**src/rtl/rst_seq_gen.sv**
```systemverilog
`default_nettype none
// rst_seq_gen: conditions PLL lock and a push-button, then releases NUM_CHAN resets in staggered order.
// Optional watchdog restart is compiled in with macro RST_SEQ_WDT_EN.
module rst_seq_gen #(
  parameter int NUM_CHAN        = 3,
  parameter int HOLD_CYCLES     = 1024,
  parameter int STAGGER_CYCLES  = 16,
  parameter int DEBOUNCE_CYCLES = 100000,
  parameter int WDT_CYCLES      = 1000000
) (
  input  logic                clock,
  input  logic                reset,
  input  logic                pll_locked,
  input  logic                key_n,
  input  logic                wdt_kick,
  output logic [NUM_CHAN-1:0] rst_o,
  output logic                ready,
  output logic [1:0]          state_o,
  output logic                wdt_fired
);

  localparam logic [1:0] ST_ASSERT  = 2'd0;
  localparam logic [1:0] ST_HOLD    = 2'd1;
  localparam logic [1:0] ST_STAGGER = 2'd2;
  localparam logic [1:0] ST_RUN     = 2'd3;

  localparam int HW = (HOLD_CYCLES > 1) ? $clog2(HOLD_CYCLES) : 1;
  localparam int SW = (STAGGER_CYCLES > 1) ? $clog2(STAGGER_CYCLES) : 1;
  localparam int CW = (HW > SW) ? HW : SW;
  localparam int DW = (DEBOUNCE_CYCLES > 1) ? $clog2(DEBOUNCE_CYCLES) : 1;
  localparam int IW = (NUM_CHAN > 1) ? $clog2(NUM_CHAN) : 1;

  localparam logic [CW-1:0] HOLD_LAST = CW'(HOLD_CYCLES - 1);
  localparam logic [CW-1:0] STAG_LAST = CW'(STAGGER_CYCLES - 1);
  localparam logic [DW-1:0] DB_LAST   = DW'(DEBOUNCE_CYCLES - 1);
  localparam logic [IW-1:0] IDX_PEN   = IW'((NUM_CHAN > 1) ? NUM_CHAN - 2 : 0);

  logic          lock_m, lock_s, key_m, key_s, key_db;
  logic [DW-1:0] db_cnt;
  logic          wdt_timeout;
  logic          fault;

  logic [1:0]          state, state_nxt;
  logic [CW-1:0]       cnt, cnt_nxt;
  logic [IW-1:0]       idx, idx_nxt;
  logic [NUM_CHAN-1:0] rst_nxt;
  logic                ready_nxt;

  // Two-flop synchronisers, then a debouncer that flips only after a full run of differing samples.
  always_ff @(posedge clock) begin
    if (reset) begin
      lock_m <= 1'b0;
      lock_s <= 1'b0;
      key_m  <= 1'b1;
      key_s  <= 1'b1;
      key_db <= 1'b1;
      db_cnt <= '0;
    end else begin
      lock_m <= pll_locked;
      lock_s <= lock_m;
      key_m  <= key_n;
      key_s  <= key_m;
      if (key_s == key_db) begin
        db_cnt <= '0;
      end else if (db_cnt == DB_LAST) begin
        key_db <= key_s;
        db_cnt <= '0;
      end else begin
        db_cnt <= db_cnt + DW'(1);
      end
    end
  end

  assign fault = !lock_s || !key_db || wdt_timeout;

  always_ff @(posedge clock) begin
    if (reset) begin
      state <= ST_ASSERT;
      cnt   <= '0;
      idx   <= '0;
      rst_o <= '1;
      ready <= 1'b0;
    end else begin
      state <= state_nxt;
      cnt   <= cnt_nxt;
      idx   <= idx_nxt;
      rst_o <= rst_nxt;
      ready <= ready_nxt;
    end
  end

  always_comb begin
    state_nxt = state;
    cnt_nxt   = '0;
    idx_nxt   = idx;
    if (fault) begin
      state_nxt = ST_ASSERT;
      idx_nxt   = '0;
    end else begin
      case (state)
        ST_ASSERT: begin
          state_nxt = ST_HOLD;
          idx_nxt   = '0;
        end
        ST_HOLD: begin
          if (cnt == HOLD_LAST) begin
            idx_nxt   = '0;
            state_nxt = (NUM_CHAN == 1) ? ST_RUN : ST_STAGGER;
          end else begin
            cnt_nxt = cnt + CW'(1);
          end
        end
        ST_STAGGER: begin
          if (cnt == STAG_LAST) begin
            idx_nxt = idx + IW'(1);
            if (idx == IDX_PEN) state_nxt = ST_RUN;
          end else begin
            cnt_nxt = cnt + CW'(1);
          end
        end
        ST_RUN:  state_nxt = ST_RUN;
        default: state_nxt = ST_ASSERT;
      endcase
    end
  end

  // Channels 0..idx are released while staggering, so release order stays monotonic.
  always_comb begin
    rst_nxt   = '1;
    ready_nxt = 1'b0;
    case (state_nxt)
      ST_STAGGER: begin
        for (int k = 0; k < NUM_CHAN; k++) rst_nxt[k] = (k > int'(idx_nxt));
      end
      ST_RUN: begin
        rst_nxt   = '0;
        ready_nxt = 1'b1;
      end
      default: rst_nxt = '1;
    endcase
  end

  assign state_o = state;

`ifdef RST_SEQ_WDT_EN
  localparam int WW = (WDT_CYCLES > 1) ? $clog2(WDT_CYCLES) : 1;
  localparam logic [WW-1:0] WDT_LAST = WW'(WDT_CYCLES - 1);

  logic [WW-1:0] wdt_cnt;

  // A kick on the terminal cycle suppresses the timeout.
  assign wdt_timeout = (state == ST_RUN) && !wdt_kick && (wdt_cnt == WDT_LAST);

  always_ff @(posedge clock) begin
    if (reset) begin
      wdt_cnt   <= '0;
      wdt_fired <= 1'b0;
    end else begin
      if ((state != ST_RUN) || wdt_kick || wdt_timeout) wdt_cnt <= '0;
      else                                              wdt_cnt <= wdt_cnt + WW'(1);
      if (wdt_timeout) wdt_fired <= 1'b1;
    end
  end
`else
  logic unused_kick;
  assign unused_kick = wdt_kick;
  assign wdt_timeout = 1'b0;
  assign wdt_fired   = 1'b0;
`endif

endmodule
`default_nettype wire
```
**config.mk**
```make
export PLATFORM = sky130hd
export DESIGN_NAME = rst_seq_gen
export DESIGN_NICKNAME = d
export VERILOG_FILES = /design/src/rtl/rst_seq_gen.sv
export SDC_FILE = /design/constraint.sdc
export NUM_CORES = 1
export LEC_CHECK = 0
export BUFFER_PORTS_ARGS = -buffer_cell sky130_fd_sc_hd__buf_2
export CAP_MARGIN = 0
export CELL_PAD_IN_SITES_DETAIL_PLACEMENT = 1
export CELL_PAD_IN_SITES_GLOBAL_PLACEMENT = 1
export CORE_MARGIN = 2
export CORE_UTILIZATION = 45
export CTS_BUF_LIST = sky130_fd_sc_hd__clkbuf_4 sky130_fd_sc_hd__clkbuf_8
export DETAILED_ROUTE_END_ITERATION = 10
export GPL_ROUTABILITY_DRIVEN = 0
export GPL_TIMING_DRIVEN = 0
export PLACE_DENSITY_LB_ADDON = 0.25
export SLEW_MARGIN = 0
export SYNTH_ARGS = -nofsm -noshare
export SYNTH_HDL_FRONTEND = slang
export SYNTH_SLANG_ARGS = --single-unit
```
**constraint.sdc**
```tcl
create_clock -name clock -period 4.5 [get_ports clock]
set_input_delay 0.45 -clock clock [delete_from_list [all_inputs] [get_ports clock]]
set_output_delay 0.45 -clock clock [all_outputs]
set_load 0.05 [all_outputs]
```
### Word-level counts from Yosys, hierarchy flattened

Index checks and enable logic that the tools add are counted.

* $add $sub $neg: 3
* order comparisons: 2
* equal/unequal tests: 10
* mux-type cells: 14
* bitwise operators: 1
* reductions and logical operators: 7

Operator list (number)
* two-way mux 10 bit: 2
* case mux 10 bit (2 select lines): 1
* adder 17 x 1 -> 17 bit (second input constant): 1
* equality test 17 bit (second input constant): 1
* two-way mux 2 bit: 7
* adder 10 x 1 -> 10 bit (second input constant): 1
* equality test 10 bit (second input constant): 1
* equality test 10 x 4 -> 1 bit (second input constant): 1
* equality test 2 bit (second input constant): 4
* case mux 2 bit (4 select lines): 1
* case mux 2 bit (3 select lines): 1
* case mux 3 bit (2 select lines): 1
* equality test 2 x 1 -> 1 bit (second input constant): 2
* OR reduction 3 bit: 1
* adder 2 x 1 -> 2 bit (second input constant): 1
* greater-than comparator 1 x 2 -> 1 bit (first input constant): 1
* greater-than comparator 2 bit (first input constant): 1
* logical NOT 1 bit: 2
* logical NOT 2 bit: 1
* AND reduction 2 bit: 1
* OR reduction 2 bit: 1
* equality test 1 bit: 1
* logical OR 1 bit: 1
* two-way mux 1 bit: 1
* inverter 1 bit: 1

* register bits: 40
* input bits: 5
* word-level logic and storage cells: 48

### Depth between registers and ports, before layout

Gate-level depths: netlist (run 1).

* depth in word-level cells: 7
* mapped depth: 7
* mapped depth without buffers: 7

### Least setup slack after synthesis (run 1)

No wires, ideal clock.

* path kind: reg2reg
* start point: register state[1] (netlist: state_o[1])
* end point: register rst_o[1]
* library setup time: 0.137 ns
* arrival: 1.791 ns
* required time: 4.363 ns
* slack: 2.572 ns
* cell stages (with the launch flop): 6
* path buffers: 0
* cells stage by stage: dfxtp_1 ha_1 inv_1 or4_1 a21oi_2 o31ai_1

* longest elaborated chain between the ends: 6
* elaborated cells on any way between the ends: 15

RTL lines
* from (decl): line 43 `logic [1:0] state, state_nxt;`
* from (signal assigned): line 84 `state <= state_nxt;`
* two-way mux 2 bit: line 116 `if (idx == IDX_PEN) state_nxt = ST_RUN;`
* two-way mux 2 bit: line 114 `if (cnt == STAG_LAST) begin`
* case mux 2 bit (4 select lines): line 100 `case (state)`
* two-way mux 2 bit: line 96 `if (fault) begin`
* equality test 2 bit: line 131 `case (state_nxt)`
* case mux 3 bit (2 select lines) (*): line 131
* to (signal assigned): line 87 `rst_o <= rst_nxt;`
* to (decl): line 16 `output logic [NUM_CHAN-1:0] rst_o,`

Mark *: on every way between the ends. The rest lies on a longest branch, timed or not.
A chain may end at the register's enable or synchronous reset.

### Final worst setup path (run 1)

* start point: register db_cnt[0]
* end point: register db_cnt[13]

* longest elaborated chain between the ends: 2
* elaborated cells on any way between the ends: 3

RTL lines
* from (decl): line 39 `logic [DW-1:0] db_cnt;`
* from (signal assigned): line 69 `db_cnt <= db_cnt + DW'(1);`
* branches (longest 2 deep; another with adder 17 x 1 -> 17 bit)

Several ways; the timed one is not identified.

==> out/results.env, run 1 <==
PRECTSSETUPSLACK_NS=2.540
CLOCK_TREE.ROOT_CELL='clkbuf_8'
GRT_MAX_DEGREE=14
DRT_ITER0_DRC=34
CRITICAL_PATH.MAX_STAGE_DELAY_NS=0.40
WL_PER_CELL_MICRONS=14.18
FIN_SETUP_TNS_NS=0
POST_CTS_RESIZED=0
FIN_SKEW_NS=0.009313
INSERTEDDIODECOUNT=0
DRIVE_ABOVE_1_SHARE=0.1379
SYNTHCELLS=186
SYNTHTOLAYOUTAREAGROWTH_PCT=12.42
NET_COUNT_AFTER_SYNTHESIS=198
SYNTH.TOP_CELL.AREA_SHARE=0.4594
SETUP_REPAIR_AFTER_GLOBAL_ROUTING_MISSED_ITS_MARGIN='no'
YOSYSUNIQUECELLTYPES=39
REPORT.FINAL.HOLD_VIOL_COUNT=0
SYNTH_FA_HA_AREA_FRAC=0.05025
NUMBER_OF_ANTENNA_VIOLATIONS_AT_THE_FIRST_CHECK_IN_GLOBAL_ROUTING=0
CHIPHEIGHT_MICRONS=66.24
IO_COUNT=12
POST-ROUTE-PERIOD-UTIL=0.4276
CTS_HOLD_REPAIR.BUFFERS=0
TOTAL_OF_BUFFERS_PLACED_ON_INPUT_AND_OUTPUT_PORTS=9
FIN_CRIT_NS=1.924
GRT_FIRST_PASS_WIRELENGTH_MM=6.072
CLK_PIN_SLEW_WORST_PATHS_NS=0.08
CRITICAL_PATH.ENDPOINT_TYPE='register'
CTS-ROOT-TO-SINK-BUFFERS=2
FLOORPLAN.CORE_AREA_SQ_UM=3689
MOSTFREQUENTLAYOUTCELL='dfxtp_1'
SYNTH_COMPOUND_GATE_AREA_SHARE=0.07251
YOSYS-MUX-AREA-FRACTION=0
CTS.SINKS=40
CELLPOWERDENSITY_nW_PER_UM2=338.3
DIE_WIDTH_MICRONS=66.24
TOTALWIRELENGTH_MM=3.559
CPMAXSTAGEDELAYCELL='nor3_1'
HP-CLASS='input port to register'
XOR_XNOR_CELL_AREA_SHARE_OF_THE_YOSYS_NETLIST=0.1206
YOSYS_WARNINGS=0
IR_WORST_VDD_uV=204.2
TOTAL_SETUP_BUFFERS_INSERTED_AFTER_CTS=0
HTREE_DEPTH=2
OUTCOME='complete, no violations'
TIGHTESTPINTRANSITION_NS=0.7193
CRITPATHTOPFAMILY='simple AND/OR/NAND/NOR gates'
MAXCAPVIOLCOUNT=0
START_KIND='register'
DETAILED_ROUTE_DRC_ERROR_COUNT=0
SYNTH-ASYNC-RESET-RATIO=0
VIA_COUNT_OF_THE_FIRST_GLOBAL_ROUTING_PASS=1388
MAX-SLEW-MARGIN-REL=0.5168
NUMBER_OF_BUFFERS_INSERTED_DURING_CLOCK_TREE_SYNTHESIS=5
SYNTH_ENABLE_FLOP_CELLS=0
YOSYSTOPAREACELL='dfxtp_1'
LAYOUT.CELLS.MOST_COMMON_LIST='40 x dfxtp_1, 34 x nor2_1, 12 x xnor2_1, 12 x xor2_1'
TIMING.HOLD.WS_NS=0.3368
OVERFLOW=0
FLOORPLAN.DIE_AREA_SQ_UM=4387
FINAL.SETUP.WORST_SLACK_NS=2.576
VIAS_PER_CELL=5.271
SYNTH-SEQ-AREA-SHARE=0.4594
AVGSYNTHCELLAREA_SQ_UM=9.371
SYNTH_SIMPLE_GATE_AREA_SHARE=0.2599
FLOORPLAN.INITIALDENSITY=0.4725
CTS_TREE='yes'
POWER.STATIC_LEAKAGE_nW=0.6709
DR.PASS1.ITERS=4
NUM_ROWS=22
ROUTE.ANTENNA.REMAINING_NETS=0
VIA_COUNT=1323
MAIN_COMBINATIONAL_CELL_FAMILY_BY_AREA_AFTER_SYNTHESIS='simple AND/OR/NAND/NOR gates'
POST_SYNTH_INSTANCE_AREA_SQ_UM=1743
WORSTPATHREQUIRED_NS=4.69
SYNTH_FF_TYPE='dfxtp_1'
MAXCLOCKFREQUENCY_MHz=519.7
CP_MAX_FO=10
POST_DP_HPWL_MM=2.726
TIMING.FINAL.SETUP_VIOLATIONS=0
NETS=214
FFS_LATCHES_SYNTH=40
DRV_SLEW=0
CP_DATA_ARRIVAL_TIME_NS=2.11
WORST-PATH-BUF-INV=2
CLOCK_LATENCY_NS=0.29
CRITPATHKIND='register to register'
CRIT_CHAIN='ha_1 > nand4_1 > nor3_1 > or3_1 > buf_2 > buf_4 > nor2_1'
TRACK_USAGE=0.1847
SYNTH_TOP_CELLS_BY_AREA='dfxtp_1 46%, nor2_1 7.3%, xnor2_1 6.0%'
-- registers in the layout, indices dropped and copies added (netlist names) --
name     cells
lock_m       1
rst_o        3
idx          2
key_db       1
cnt         10
ready        1
key_s        1
key_m        1
db_cnt      17
lock_s       1
state_o      2
-- metal layers --
metal | part of all wire | vias up | global-route usage
li1 | - | 660 | -
met1 | 0.44 | 645 | 0.2057
met2 | 0.52 | 11 | 0.3238
met3 | 0.018 | 7 | 0.05281
met4 | 0.017 | 0 | 0.08163
met5 | 0 | - | 0
-- through the flow --
stage	std cells	area (sq um)	utilization	power [mW]
after floorplan	186	1743	-	0.3762
after global placement	243	1848	0.5010	0.3793
after detailed placement	243	1848	0.5010	0.3802
after CTS	251	1959	0.5312	0.6713
after global routing	251	1959	0.5312	0.6873
final	251	1959	0.5312	0.6629
-- worst paths after layout --
kind	from	slack (ns)	end	cells past startpoint
hold reg to reg	key_m	0.42	key_s	1
setup / recovery	db_cnt[0]	2.58	db_cnt[13]	7
hold / removal	key_n	0.34	key_m	2
setup reg to reg	db_cnt[0]	2.58	db_cnt[13]	7
-- final cells by class --
type	instances	area, sq um
tap	48	60.06
clock inverter	3	42.54
sequential	40	800.8
clock buffer	5	68.82
fill	439	1729
inverter	10	37.54
timing repair buffer	9	45.04
buffer	4	23.77
multi-input combinational	132	880.8
-- kinds of logic after synthesis --
group                      after synthesis
AOI/OAI and AO/OA                       14
xor gates and xnor gates                24
adders and majority gates                7
buffers and inverters                   14
DFF                                     40
other                                    1
and+or+nand+nor                         86
-- where the power goes --
part           internal, mW  switching, mW
registers             0.356        0.00105
clock network         0.164          0.127
logic               0.00532        0.00981
total                 0.525          0.138
-- cell usage after synthesis (2+ instances only) --
cell type,instances
xnor2_1,12
nand4_1,6
o31a_1,2
ha_1,7
nor2_1,34
inv_1,10
and4_1,2
nand3_1,9
or2_2,2
o21ai_1,3
dfxtp_1,40
and3_1,6
nand2_1,7
nor2b_1,4
xor2_1,12
buf_4,2
nor3_1,6
No activity file was read; power rests on OpenSTA's default activity.
==> run 2: changes to the inputs <==
==> constraint.sdc (replaced) <==
create_clock -name clock -period 1.95 [get_ports clock]
set_input_delay 0.195 -clock clock [delete_from_list [all_inputs] [get_ports clock]]
set_output_delay 0.195 -clock clock [all_outputs]
set_load 0.05 [all_outputs]
==> run 2 against run 1 <==
Compared with the run above:
- fmax rose by 7.4%
- via count rose by 0.91%
- wire length rose by 2.7%
- die area did not move
- non-clock buffer count did not move
- core utilization rose by 1.3 points
- sequential share of layout area fell by 0.94 points
- cell count did not move
- global-route usage rose by 0.072 points
- critical endpoint is now rst_o[1]
- largest cell class unchanged
- highest routed layer unchanged
==> out/results.env, run 2 (synthesis results as in run 1) <==
OUTCOME='complete, no violations'
POWER_FRAC_CLOCK=0.438
DIE_WIDTH_MICRONS=66.24
CTS_TREE='yes'
FIN_CRIT_NS=1.792
MAXCLOCKFREQUENCY_MHz=557.9
REGMOSTFLOPS='db_cnt'
GRT_MAX_DEGREE=14
VIAS_PER_CELL=5.319
DRIVE_ABOVE_1_SHARE=0.1724
POWER.STATIC_LEAKAGE_nW=0.6887
FILLERS=440
NUM_ROWS=22
REG2REG_DEPTH=6
TOP_REGS='db_cnt x17, cnt x10, rst_o x3'
IR_WORST_VDD_uV=473.5
TIGHTESTPINTRANSITION_NS=0.7255
CELLPOWERDENSITY_nW_PER_UM2=762.4
FINAL_CORE_UTILIZATION=0.5438
TOTAL_POWER_mW=1.529
CLK_PIN_SLEW_WORST_PATHS_NS=0.08
FLOORPLAN.INITIALDENSITY=0.4725
FLOORPLAN.DIE_AREA_SQ_UM=4387
CELL_INTERNAL_PWR_mW=1.212
CHIPHEIGHT_MICRONS=66.24
NUMBER_OF_BUFFERS_INSERTED_DURING_CLOCK_TREE_SYNTHESIS=5
CPMAXSTAGEDELAYCELL='or4_1'
WHS_PATH_DEPTH=2
START_KIND='register'
REPORT.FINAL.HOLD_VIOL_COUNT=0
CRITICAL_PATH.ENDPOINT_TYPE='register'
MAX-SLEW-MARGIN-REL=0.5126
CLOCK_TREE.ROOT_CELL='clkbuf_8'
MAXCAPVIOLCOUNT=0
OVERFLOW=0
LARGEST_REGISTER_FF_COUNT=17
DR.PASS1.ITERS=4
CP_DATA_ARRIVAL_TIME_NS=1.95
FIN_SETUP_TNS_NS=0
NETS=214
TOTAL_OF_BUFFERS_PLACED_ON_INPUT_AND_OUTPUT_PORTS=9
TIMING.FINAL.SETUP_VIOLATIONS=0
TRACK_USAGE=0.1854
VIA_COUNT_OF_THE_FIRST_GLOBAL_ROUTING_PASS=1391
CRIT_CHAIN='ha_1 > and3_2 > nand3_2 > or4_1 > a21oi_2 > o31ai_1'
CP_MAX_FO=3
TOTAL_SETUP_BUFFERS_INSERTED_AFTER_CTS=0
WL_PER_CELL_MICRONS=14.56
PRECTSSETUPSLACK_NS=-0.009626
IO_COUNT=12
CRITPATHKIND='register to register'
SETUP_REPAIR_AFTER_GLOBAL_ROUTING_MISSED_ITS_MARGIN='no'
SEQ_POWER_SHARE=0.539
TOTALWIRELENGTH_MM=3.655
CRITICAL_PATH.MAX_STAGE_DELAY_NS=0.43
FINAL.SETUP.WORST_SLACK_NS=0.1575
SWITCHING_SHARE=0.2071
VIA_COUNT=1335
CTS-ROOT-TO-SINK-BUFFERS=2
R2R_SLACK_NS=0.16
ROUTE.ANTENNA.REMAINING_NETS=0
PLACEDCELLCOUNT=243
NUMBER_OF_ANTENNA_VIOLATIONS_AT_THE_FIRST_CHECK_IN_GLOBAL_ROUTING=0
MOSTFREQUENTLAYOUTCELL='dfxtp_1'
LAYOUT.CELLS.MOST_COMMON_LIST='40 x dfxtp_1, 34 x nor2_1, 12 x xnor2_1, 12 x xor2_1'
HTREE_DEPTH=2
DRT_ITER0_DRC=21
WORSTPATHREQUIRED_NS=2.11
SHARE_COMB_OF_TOTAL_POWER=0.024
CLOCK_LATENCY_NS=0.29
CTS_HOLD_REPAIR.BUFFERS=0
POST-ROUTE-PERIOD-UTIL=0.9192
CTS.SINKS=40
SWITCHING_POWER_mW=0.3167
FIN_SKEW_NS=0.006279
DETAILED_ROUTE_DRC_ERROR_COUNT=0
FLOORPLAN.CORE_AREA_SQ_UM=3689
FINISH.CELL_COUNT_WITHOUT_FILLERS=251
DRV_SLEW=0
INSERTEDDIODECOUNT=0
HP-CLASS='input port to register'
SYNTHTOLAYOUTAREAGROWTH_PCT=15.08
GRT_FIRST_PASS_WIRELENGTH_MM=6.092
POST_DP_HPWL_MM=2.726
[run 2: power groups by stage]
stage	Clock, mW	Sequential (mW)	Combinational (mW)
after global placement	0	0.842	0.0328
after floorplan	0	0.844	0.0240
after detailed placement	0	0.843	0.0344
after global routing	0.724	0.824	0.0400
after CTS	0.691	0.823	0.0347
final	0.669	0.823	0.0366
[run 2: worst paths after layout]
kind,start,end
setup / recovery,cnt[0],rst_o[1]
hold / removal,key_n,key_m
setup reg to reg,cnt[0],rst_o[1]
hold reg to reg,key_m,key_s
[run 2: final cells by class]
type                            instances  area, sq um  area share
Tap cell                               48        60.06     0.02994
Multi-Input combinational cell        132        927.1      0.4623
Buffer                                  4        23.77     0.01185
Sequential cell                        40        800.8      0.3993
Inverter                               10        37.54     0.01871
Clock buffer                            5        68.82     0.03431
Timing Repair Buffer                    9        45.04     0.02246
Clock inverter                          3        42.54     0.02121
[run 2: repair_timing]
| action | in CTS | in global routing |
|---|---|---|
| gates cloned | 0 | 0 |
| gates resized for setup | 1 | 8 |
| endpoints found under the setup margin | 9 | 22 |
| pin swaps | 0 | 4 |
[run 2: layer usage]
layer / wire length, microns / GRT usage
met1: 1543 / 0.2078
met2: 1926 / 0.3238
met3: 106 / 0.05281
met4: 78 / 0.08163
met5: 0 / 0
[run 2: worst max-delay path, delay by kind of cell, from the launching register on]
family	cells	cell delay, ns
flops	1	0.37
fa+ha+maj	1	0.23
compound gates	2	0.28
simple gates	3	0.78
[run 2: through the flow]
step / hold WS, ns / instance area [sq um]
final: 0.08135 / 2006
after global routing: 0.07503 / 2006
after CTS: 0.07223 / 1964
after detailed placement: 0.3846 / 1848
after global placement: 0.3769 / 1848
after floorplan: 0.2988 / 1743
==> run 3: changes to the inputs <==
--- a/config.mk
+++ b/config.mk
@@ -15,7 +15,9 @@
 export DETAILED_ROUTE_END_ITERATION = 10
 export GPL_ROUTABILITY_DRIVEN = 0
 export GPL_TIMING_DRIVEN = 0
-export PLACE_DENSITY_LB_ADDON = 0.25
+export MAX_ROUTING_LAYER = met4
+export PLACE_DENSITY_LB_ADDON = 0.1
+export REMOVE_ABC_BUFFERS = 1
 export SLEW_MARGIN = 0
 export SYNTH_ARGS = -nofsm -noshare
 export SYNTH_HDL_FRONTEND = slang
==> run 3 against run 2 <==
Compared with the run above:
- worst hold slack got worse by 0.0047 ns
- combinational power fell by 13%
- wire length fell by 7.7%
- sequential power barely moved
- first-iteration DRC count rose by 14%
- largest power group unchanged
==> out/results.env, run 3 (synthesis results as in run 1) <==
OUTCOME='complete, no violations'
DRT_ITER0_DRC=24
TIMING.HOLD.WS_NS=0.07668
CELLPOWERDENSITY_nW_PER_UM2=786.2
CLK_PIN_SLEW_WORST_PATHS_NS=0.08
MOSTFREQUENTLAYOUTCELL='dfxtp_1'
CLOCK_LATENCY_NS=0.30
GR-USAGE-MET2=0.3288
CP_MAX_FO=3
CLOCK_TREE.ROOT_CELL='clkbuf_8'
CTS.SINKS=40
VIAS_PER_CELL=5.235
FILLERS=433
MAXCAPVIOLCOUNT=0
CRITPATHKIND='register to register'
REGMOSTFLOPS='db_cnt'
USE_MET1=0.1987
GRT_FIRST_PASS_WIRELENGTH_MM=6.051
CRITICAL_PATH.ENDPOINT_TYPE='register'
FLOORPLAN.CORE_AREA_SQ_UM=3689
DIE_WIDTH_MICRONS=66.24
CTS_HOLD_REPAIR.BUFFERS=0
TOP_REGS='db_cnt x17, cnt x10, rst_o x3'
FIN_CRIT_NS=1.786
FLOORPLAN.INITIALDENSITY=0.4725
HTREE_DEPTH=2
WORSTPATHREQUIRED_NS=2.12
TRACK_USAGE=0.1875
DETAILED_ROUTE_DRC_ERROR_COUNT=0
POWER.STATIC_LEAKAGE_nW=0.6604
CPMAXSTAGEDELAYCELL='or4_1'
OVERFLOW=0
CRITICAL_PATH.MAX_STAGE_DELAY_NS=0.43
REGTOREGENDPOINT='rst_o[2]'
POST_DP_HPWL_MM=2.557
START_KIND='register'
ROUTE.ANTENNA.REMAINING_NETS=0
WL_PER_CELL_MICRONS=13.66
CP_DATA_ARRIVAL_TIME_NS=1.96
TIMING.FINAL.SETUP_VIOLATIONS=0
IR_WORST_VDD_uV=428.8
HP-CLASS='input port to register'
GRT_MOST_USED_LAYER='met2'
TOTAL_OF_BUFFERS_PLACED_ON_INPUT_AND_OUTPUT_PORTS=9
WORSTREG2REGSTART='cnt[0]'
DRV_SLEW=0
CRIT_CHAIN='ha_1 > and3_1 > nand3_2 > or4_1 > a21oi_2 > o21ai_1'
GRT_MAX_DEGREE=18
VIA_COUNT=1293
DR.PASS1.ITERS=4
CRITPATHTOPFAMILY='simple AND/OR/NAND/NOR gates'
POST-ROUTE-PERIOD-UTIL=0.9157
FIN_SKEW_NS=0.008790
R2R_SLACK_NS=0.16
MAXCLOCKFREQUENCY_MHz=560.0
WORST-PATH-BUF-INV=0
LARGEST_REGISTER_FF_COUNT=17
TIGHTESTPINTRANSITION_NS=0.6273
HOLDCRITSTARTPOINT='key_n'
VIA_COUNT_OF_THE_FIRST_GLOBAL_ROUTING_PASS=1407
HOLD_END='key_m'
FINAL_CORE_UTILIZATION=0.5302
CHIPHEIGHT_MICRONS=66.24
NETS=210
DRIVE_ABOVE_1_SHARE=0.1457
CRIT_START='cnt[0]'
LAYOUT.CELLS.MOST_COMMON_LIST='40 x dfxtp_1, 34 x nor2_1, 12 x xnor2_1, 12 x xor2_1, 10 x inv_1'
WHS_PATH_DEPTH=2
PLACEDCELLCOUNT=239
TOTALWIRELENGTH_MM=3.374
SYNTHTOLAYOUTAREAGROWTH_PCT=12.20
SETUP_REPAIR_AFTER_GLOBAL_ROUTING_MISSED_ITS_MARGIN='no'
REPORT.FINAL.HOLD_VIOL_COUNT=0
FLOORPLAN.DIE_AREA_SQ_UM=4387
INSERTEDDIODECOUNT=0
NUMBER_OF_BUFFERS_INSERTED_DURING_CLOCK_TREE_SYNTHESIS=5
FINISH.CELL_COUNT_WITHOUT_FILLERS=247
MAX-SLEW-MARGIN-REL=0.5786
NUM_ROWS=22
NUMBER_OF_ANTENNA_VIOLATIONS_AT_THE_FIRST_CHECK_IN_GLOBAL_ROUTING=0
REG2REG_DEPTH=6
CTS_TREE='yes'
GLOBAL_ROUTE_TRACK_USAGE_ON_MET3=0.06644
CTS-ROOT-TO-SINK-BUFFERS=2
IO_COUNT=12
## run 3: where the power goes
group	internal [mW]	total [mW]	switching, mW	leakage (nW)
Combinational	0.0104	0.0318	0.0214	0.283
Clock	0.379	0.683	0.304	0.0541
Sequential	0.821	0.823	0.00223	0.323
Total	1.21	1.54	0.328	0.660
## run 3: per-layer routing
| metal | up-vias | wire, microns |
|---|---|---|
| met5 | - | 0 |
| met4 | 0 | 57 |
| met3 | 8 | 105 |
| met2 | 15 | 1697 |
| met1 | 621 | 1513 |
| li1 | 649 | - |
## run 3: per-stage QoR
step / TNS, ns / total power, mW / setup slack (ns) / instance area (sq um)
6_report: 0 / 1.538 / 0.1644 / 1956
5_1_grt: 0 / 1.596 / 0.004705 / 1956
4_1_cts: 0 / 1.554 / 0.05999 / 1941
3_5_place_dp: -0.1849 / 0.8734 / -0.04065 / 1824
3_3_place_gp: 0 / 0.8720 / 0.05040 / 1824
2_1_floorplan: 0 / 0.8626 / 0.02179 / 1719
## run 3: cell type report
class,instances,area [sq um],area share
inverter,10,37.54,0.01919
clock inverter,3,42.54,0.02175
tap,48,60.06,0.03071
multi-input combinational,132,900.9,0.4607
sequential,40,800.8,0.4095
clock buffer,5,68.82,0.03519
timing repair buffer,9,45.04,0.02303
## run 3: worst max-delay path by stage
stage | to | slack (ns) | cells after the start
6_report | rst_o[2] | 0.16 | 6
5_1_grt | rst_o[1] | 0.005 | 6
4_1_cts | cnt[5] | 0.06 | 5
3_5_place_dp | db_cnt[6] | -0.04 | 5
3_3_place_gp | db_cnt[5] | 0.05 | 5
2_1_floorplan | rst_o[1] | 0.02 | 5
## run 3: repair_timing
| item | in CTS | in global routing |
|---|---|---|
| pin swaps | 0 | 1 |
| setup endpoints to repair | 16 | 11 |
| setup buffers | 0 | 0 |
| cloned | 0 | 0 |
| resized for setup | 1 | 3 |
